### src/rtl/imm_ext_pkg.sv
// imm_ext_pkg: shared types and constants for the immediate-extension stage.
//   MODE_*       : extension-mode encodings carried on in_mode/out_mode
//   imm_mode_t   : 2-bit mode type
//   occ_state_t  : occupancy of the output/skid register pair
//   occ_count()  : number of valid entries held in a given occupancy state
package imm_ext_pkg;

    typedef logic [1:0] imm_mode_t;

    localparam imm_mode_t MODE_SIGN   = 2'd0;
    localparam imm_mode_t MODE_ZERO   = 2'd1;
    localparam imm_mode_t MODE_LUI    = 2'd2;
    localparam imm_mode_t MODE_BRANCH = 2'd3;

    typedef enum logic [1:0] {
        OCC_EMPTY = 2'd0,
        OCC_ONE   = 2'd1,
        OCC_FULL  = 2'd2
    } occ_state_t;

    function automatic logic [1:0] occ_count(input occ_state_t s);
        case (s)
            OCC_ONE:  return 2'd1;
            OCC_FULL: return 2'd2;
            default:  return 2'd0;
        endcase
    endfunction

endpackage

### src/rtl/imm_ext_core.sv
// imm_ext_core: combinational 4-mode immediate extender.
//   imm  [IN_W]  : raw immediate
//   mode [2]     : SIGN / ZERO / LUI / BRANCH
//   ext  [OUT_W] : extended result
module imm_ext_core
    import imm_ext_pkg::*;
#(
    parameter int IN_W  = 16,
    parameter int OUT_W = 32
) (
    input  logic [IN_W-1:0]  imm,
    input  imm_mode_t        mode,
    output logic [OUT_W-1:0] ext
);

    // Branch mode shifts a sign-extended value left by two, so at least two
    // bits of headroom above the immediate are needed.
    if (OUT_W < IN_W + 2) begin : g_bad_width
        $error("imm_ext_core: OUT_W must be at least IN_W+2");
    end

    logic [OUT_W-1:0] sext;
    logic [OUT_W-1:0] zext;
    logic [OUT_W-1:0] upper;

    assign sext  = {{(OUT_W-IN_W){imm[IN_W-1]}}, imm};
    assign zext  = {{(OUT_W-IN_W){1'b0}}, imm};
    assign upper = {imm, {(OUT_W-IN_W){1'b0}}};

    always_comb begin
        ext = sext;
        case (mode)
            MODE_SIGN:   ext = sext;
            MODE_ZERO:   ext = zext;
            MODE_LUI:    ext = upper;
            MODE_BRANCH: ext = sext << 2;  // word offset; top bits fall off
            default:     ext = sext;
        endcase
    end

endmodule

### src/rtl/imm_extend_pipe.sv
// imm_extend_pipe: registered immediate-extension stage with a 2-entry skid
// buffer (output register OR + skid register SK) and flush support.
//   clk, rst            : clock, synchronous active-high reset
//   flush               : drop every held entry (and any same-cycle input)
//   in_valid/in_ready   : input handshake; in_ready depends only on state
//   in_imm/in_mode/in_tag : raw immediate, extension mode, sideband tag
//   out_valid/out_ready : output handshake, data driven straight from OR
//   out_imm/out_tag/out_mode : extended immediate and its sideband
//   drop_cnt            : saturating count of entries discarded by flush
module imm_extend_pipe
    import imm_ext_pkg::*;
#(
    parameter int IN_W  = 16,
    parameter int OUT_W = 32,
    parameter int TAG_W = 5
) (
    input  logic             clk,
    input  logic             rst,
    input  logic             flush,
    input  logic             in_valid,
    output logic             in_ready,
    input  logic [IN_W-1:0]  in_imm,
    input  imm_mode_t        in_mode,
    input  logic [TAG_W-1:0] in_tag,
    output logic             out_valid,
    input  logic             out_ready,
    output logic [OUT_W-1:0] out_imm,
    output logic [TAG_W-1:0] out_tag,
    output imm_mode_t        out_mode,
    output logic [7:0]       drop_cnt
);

    occ_state_t state, state_next;

    logic [OUT_W-1:0] in_ext;
    logic [OUT_W-1:0] or_imm, sk_imm;
    logic [TAG_W-1:0] or_tag, sk_tag;
    imm_mode_t        or_mode, sk_mode;

    logic accept, pop;
    logic load_or_in, load_sk_in, move_sk;
    logic [8:0] drop_sum;
    logic [7:0] drop_sat;

    // Extension happens before the register so out_* is a pure flop output.
    imm_ext_core #(.IN_W(IN_W), .OUT_W(OUT_W)) u_core (
        .imm  (in_imm),
        .mode (in_mode),
        .ext  (in_ext)
    );

    assign in_ready  = (state != OCC_FULL);
    assign out_valid = (state != OCC_EMPTY);
    assign accept    = in_valid && in_ready;
    assign pop       = out_valid && out_ready;

    assign out_imm  = or_imm;
    assign out_tag  = or_tag;
    assign out_mode = or_mode;

    always_ff @(posedge clk) begin
        if (rst || flush) state <= OCC_EMPTY;
        else              state <= state_next;
    end

    always_comb begin
        state_next = state;
        load_or_in = 1'b0;
        load_sk_in = 1'b0;
        move_sk    = 1'b0;
        case (state)
            OCC_EMPTY: begin
                if (accept) begin
                    state_next = OCC_ONE;
                    load_or_in = 1'b1;
                end
            end
            OCC_ONE: begin
                if (accept && pop) begin
                    load_or_in = 1'b1;        // OR drains and refills
                end else if (accept) begin
                    state_next = OCC_FULL;
                    load_sk_in = 1'b1;        // OR stalled, park in SK
                end else if (pop) begin
                    state_next = OCC_EMPTY;
                end
            end
            OCC_FULL: begin
                if (pop) begin
                    state_next = OCC_ONE;
                    move_sk    = 1'b1;
                end
            end
            default: state_next = OCC_EMPTY;
        endcase
        // Flush/reset override everything, including data movement.
        if (rst || flush) begin
            load_or_in = 1'b0;
            load_sk_in = 1'b0;
            move_sk    = 1'b0;
        end
    end

    always_ff @(posedge clk) begin
        if (rst || flush) begin
            or_imm  <= '0;
            or_tag  <= '0;
            or_mode <= MODE_SIGN;
        end else if (load_or_in) begin
            or_imm  <= in_ext;
            or_tag  <= in_tag;
            or_mode <= in_mode;
        end else if (move_sk) begin
            or_imm  <= sk_imm;
            or_tag  <= sk_tag;
            or_mode <= sk_mode;
        end
    end

    // SK needs no reset: it is only read after being written while FULL.
    always_ff @(posedge clk) begin
        if (load_sk_in) begin
            sk_imm  <= in_ext;
            sk_tag  <= in_tag;
            sk_mode <= in_mode;
        end
    end

    // A flushed cycle loses the held entries plus any offered input.
    always_comb begin
        drop_sum = {1'b0, drop_cnt} + 9'(occ_count(state)) + 9'(in_valid);
        drop_sat = drop_sum[8] ? 8'hFF : drop_sum[7:0];
    end

    always_ff @(posedge clk) begin
        if (rst)        drop_cnt <= '0;
        else if (flush) drop_cnt <= drop_sat;
    end

endmodule

### config.mk
export PLATFORM = sky130hd
export DESIGN_NAME = imm_extend_pipe
export DESIGN_NICKNAME = d
export VERILOG_FILES = /design/src/rtl/imm_ext_pkg.sv /design/src/rtl/imm_ext_core.sv /design/src/rtl/imm_extend_pipe.sv
export SDC_FILE = /design/constraint.sdc
export NUM_CORES = 1
export LEC_CHECK = 0
export BUFFER_PORTS_ARGS = -buffer_cell sky130_fd_sc_hd__buf_2
export CAP_MARGIN = 5
export CORE_UTILIZATION = 45
export CTS_CLUSTER_DIAMETER = 30
export DETAILED_ROUTE_END_ITERATION = 8
export PLACE_DENSITY = 0.69
export SYNTH_ARGS = -nofsm -noshare
export SYNTH_HDL_FRONTEND = slang
export SYNTH_SLANG_ARGS = --single-unit
### constraint.sdc
create_clock -name clk -period 4.8 [get_ports clk]
set_input_delay 0.24 -clock clk [delete_from_list [all_inputs] [get_ports clk]]
set_output_delay 0.24 -clock clk [all_outputs]
set_load 0.03 [all_outputs]
==> impl_metrics.json <==
{
  "clock_skew_ns": 0.00671,
  "synth_seq_area_share_pct": 55.1,
  "cts_tree": "done",
  "ir_drop_v": 0.000121,
  "combPwrFrac_pct": 12.2,
  "post_cts_hold_buffer_count": 0,
  "grt_usage_pct": 19.9,
  "cap_violations": 0,
  "p_leak_nw": 1.80,
  "synthCells": 367,
  "hp-class": "in2reg",
  "post_cts_resized": 0,
  "wl_met1_um": 3890,
  "core_area_mm2": 0.00830,
  "met3_length_um": 398,
  "setup_ws_ns": 2.44,
  "place_ws_ns": 2.48,
  "dr.pass1.iters": 4,
  "ys_ff_latch": 88,
  "drtAntennaViolNets": 0,
  "finalHoldViolations": 0,
  "fin_nets": 464,
  "die_height_um": 95.1,
  "wl_met2_um": 4100,
  "hpwl_um": 5810,
  "seqPwrFrac_pct": 56.4,
  "overflow": 0,
  "syn2layout_area_growth_pct": 15.7,
  "worst_pin_slew_ns": 1.02,
  "initial_core_util_pct": 47.0,
  "cts.clk_slew.worst_paths_ns": 0.09,
  "fin_crit_sh_pct": 49.1,
  "fin_hold_ws_ns": 0.0727,
  "rsz0062_at_grt": "no",
  "vias_per_cell": 5.46,
  "syn_area_per_cell_um2": 10.6,
  "path_class": "reg2reg",
  "die_area_mm2": 0.00905,
  "finalSetupViolCount": 0,
  "layout_common_cells": "buf_2, nand2_1, dfxtp_1, a21oi_1, o21ai_0",
  "drc": 0,
  "ys_warn_count": 0,
  "p_total_mw": 1.43,
  "grt_pass1_wl_um": 13900,
  "netSwitchingFraction_pct": 27.1,
  "cts_buffer_depth": 2,
  "crit_arrival_ns": 2.63,
  "routed_wl_um": 8550,
  "post_drt_wl_per_cell_um": 15.8,
  "slew_headroom_pct": 31.7,
  "postLayoutCoreUtil_pct": 54.4,
  "die_w_um": 95.1,
  "final_layout_size_suffix_gt1_share_pct": 25.1,
  "end_kind": "register",
  "syn-cell-area_mm2": 0.00390,
  "setup_tns_ns": 0,
  "p_int_mw": 1.04,
  "antenna_found_initial": 0,
  "crit_fanout": 7,
  "cts_root_buf": "clkbuf_8",
  "io_buffers": 76,
  "grt_max_degree": 43,
  "status": "complete, no violations",
  "cts_buffers": 9,
  "drt-initial-drc-count": 150,
  "clk_latency_ns": 0.35,
  "first_global_vias": 2797,
  "p_clk_share_pct": 31.5,
  "layout_min_cycle_time_ns": 2.36,
  "max_freq_mhz": 424,
  "io_pins": 77,
  "num_vias": 2966,
  "powerDensity_mw_per_mm2": 317,
  "start_kind": "register",
  "synth_cell_types": 46,
  "place.gp.congestion": 0.809,
  "top_layer": "met4",
  "htreeDepth": 3,
  "slew_viol_final": 0,
  "p_switching_mw": 0.388,
  "post_cts_buffers": 0,
  "antenna_cells": 0,
  "syn_nets": 398,
  "crit_required_ns": 5.07,
  "final_common_cell": "buf_2",
  "fp-row-count": 33,
  "clock-sinks": 88
}
-- cells by family after synthesis --
| logic type | count (synthesis) | synth area share (%) |
|---|---|---|
| AND/OR/NAND/NOR | 81 | 10.4 |
| flip-flops | 88 | 55.1 |
| XOR/XNOR | 2 | 0.449 |
| AO/OA/AOI/OAI | 127 | 20.3 |
| adder cells (fa/ha/maj) | 3 | 1.35 |
| buffers and inverters | 33 | 3.97 |
| multiplexers | 33 | 8.49 |
-- cells in the mapped netlist, drive strengths merged --
cell type,count,area share (%)
a2111oi,1,0.22
a211oi,15,3.1
a21oi,41,5.3
a22o,14,3.1
a311oi,1,0.22
a31oi,8,1.7
a41o,1,0.26
and2,6,0.96
and3b,1,0.22
buf,7,1.5
clkbuf,18,1.7
dfxtp,49,25
edfxtp,39,30
fa,2,1.0
ha,1,0.32
inv,8,0.77
mux2,1,0.29
mux2i,32,8.2
nand2,49,4.7
nand2b,3,0.67
nand3,2,0.26
nand3b,1,0.19
nand4,1,0.16
nor2,4,0.38
nor2b,5,0.87
nor3,2,0.26
nor4,2,0.71
o2111ai,1,0.22
o211ai,1,0.19
o21a,1,0.19
o21ai,42,5.5
o21ba,1,0.26
or2,3,0.48
or2b,1,0.19
or4,1,0.29
xor2,2,0.45
-- worst max-delay path, cell delays in order (launching register included) --
cell and delay (ns):
dfxtp_1 0.36, nand2b_1 0.18, fa_1 0.41, fa_1 0.41, and3b_1 0.29, and2_1 0.20, nand4_1 0.24, a21oi_1 0.20
-- registers in the layout (all words and copies together), names as in the netlist --
signal	flops
sk_mode	2
drop_cnt	8
sk_tag	5
out_mode	2
sk_imm	32
out_imm	32
state	2
out_tag	5
-- per-layer routing --
layer / vias up / GRT usage [%]
met5: - / 0
met4: 0 / 8.84
met3: 12 / 3.03
met2: 73 / 32.4
met1: 1410 / 26.2
li1: 1471 / -
-- final cells by class --
cell class              instances  area (um2)
fillers                       738        3780
well taps                     105         131
clock buffers                   9         124
multi-input cells             246        1620
clock inverters                 7        48.8
inverters                       8        30.0
repair buffers                 80         410
flip-flops and latches         88        2150
-- path summary, 6_finish.rpt --
check	startpoint	endpoint	slack (ns)	cells after the start
max	state[1]	drop_cnt[2]	2.44	7
min	in_tag[4]	sk_tag[4]	0.07	1
max reg2reg	state[1]	drop_cnt[2]	2.44	7
min reg2reg	out_imm[8]	out_imm[8]	0.46	2
-- power groups by stage --
stage | clock (mW) | sequential (mW) | combinational (mW)
final | 0.451 | 0.807 | 0.174
after global routing | 0.492 | 0.809 | 0.192
after CTS | 0.464 | 0.807 | 0.175
after floorplan | 0 | 0.849 | 0.0926
after detailed placement | 0 | 0.824 | 0.175
after global placement | 0 | 0.823 | 0.171
-- stage by stage --
step	std cells	area [um2]
6_report	543	4520
5_1_grt	543	4520
4_1_cts	543	4520
3_5_place_dp	527	4340
3_3_place_gp	527	4340
2_1_floorplan	367	3910
Note: power is estimated with default switching activity, not from simulation.
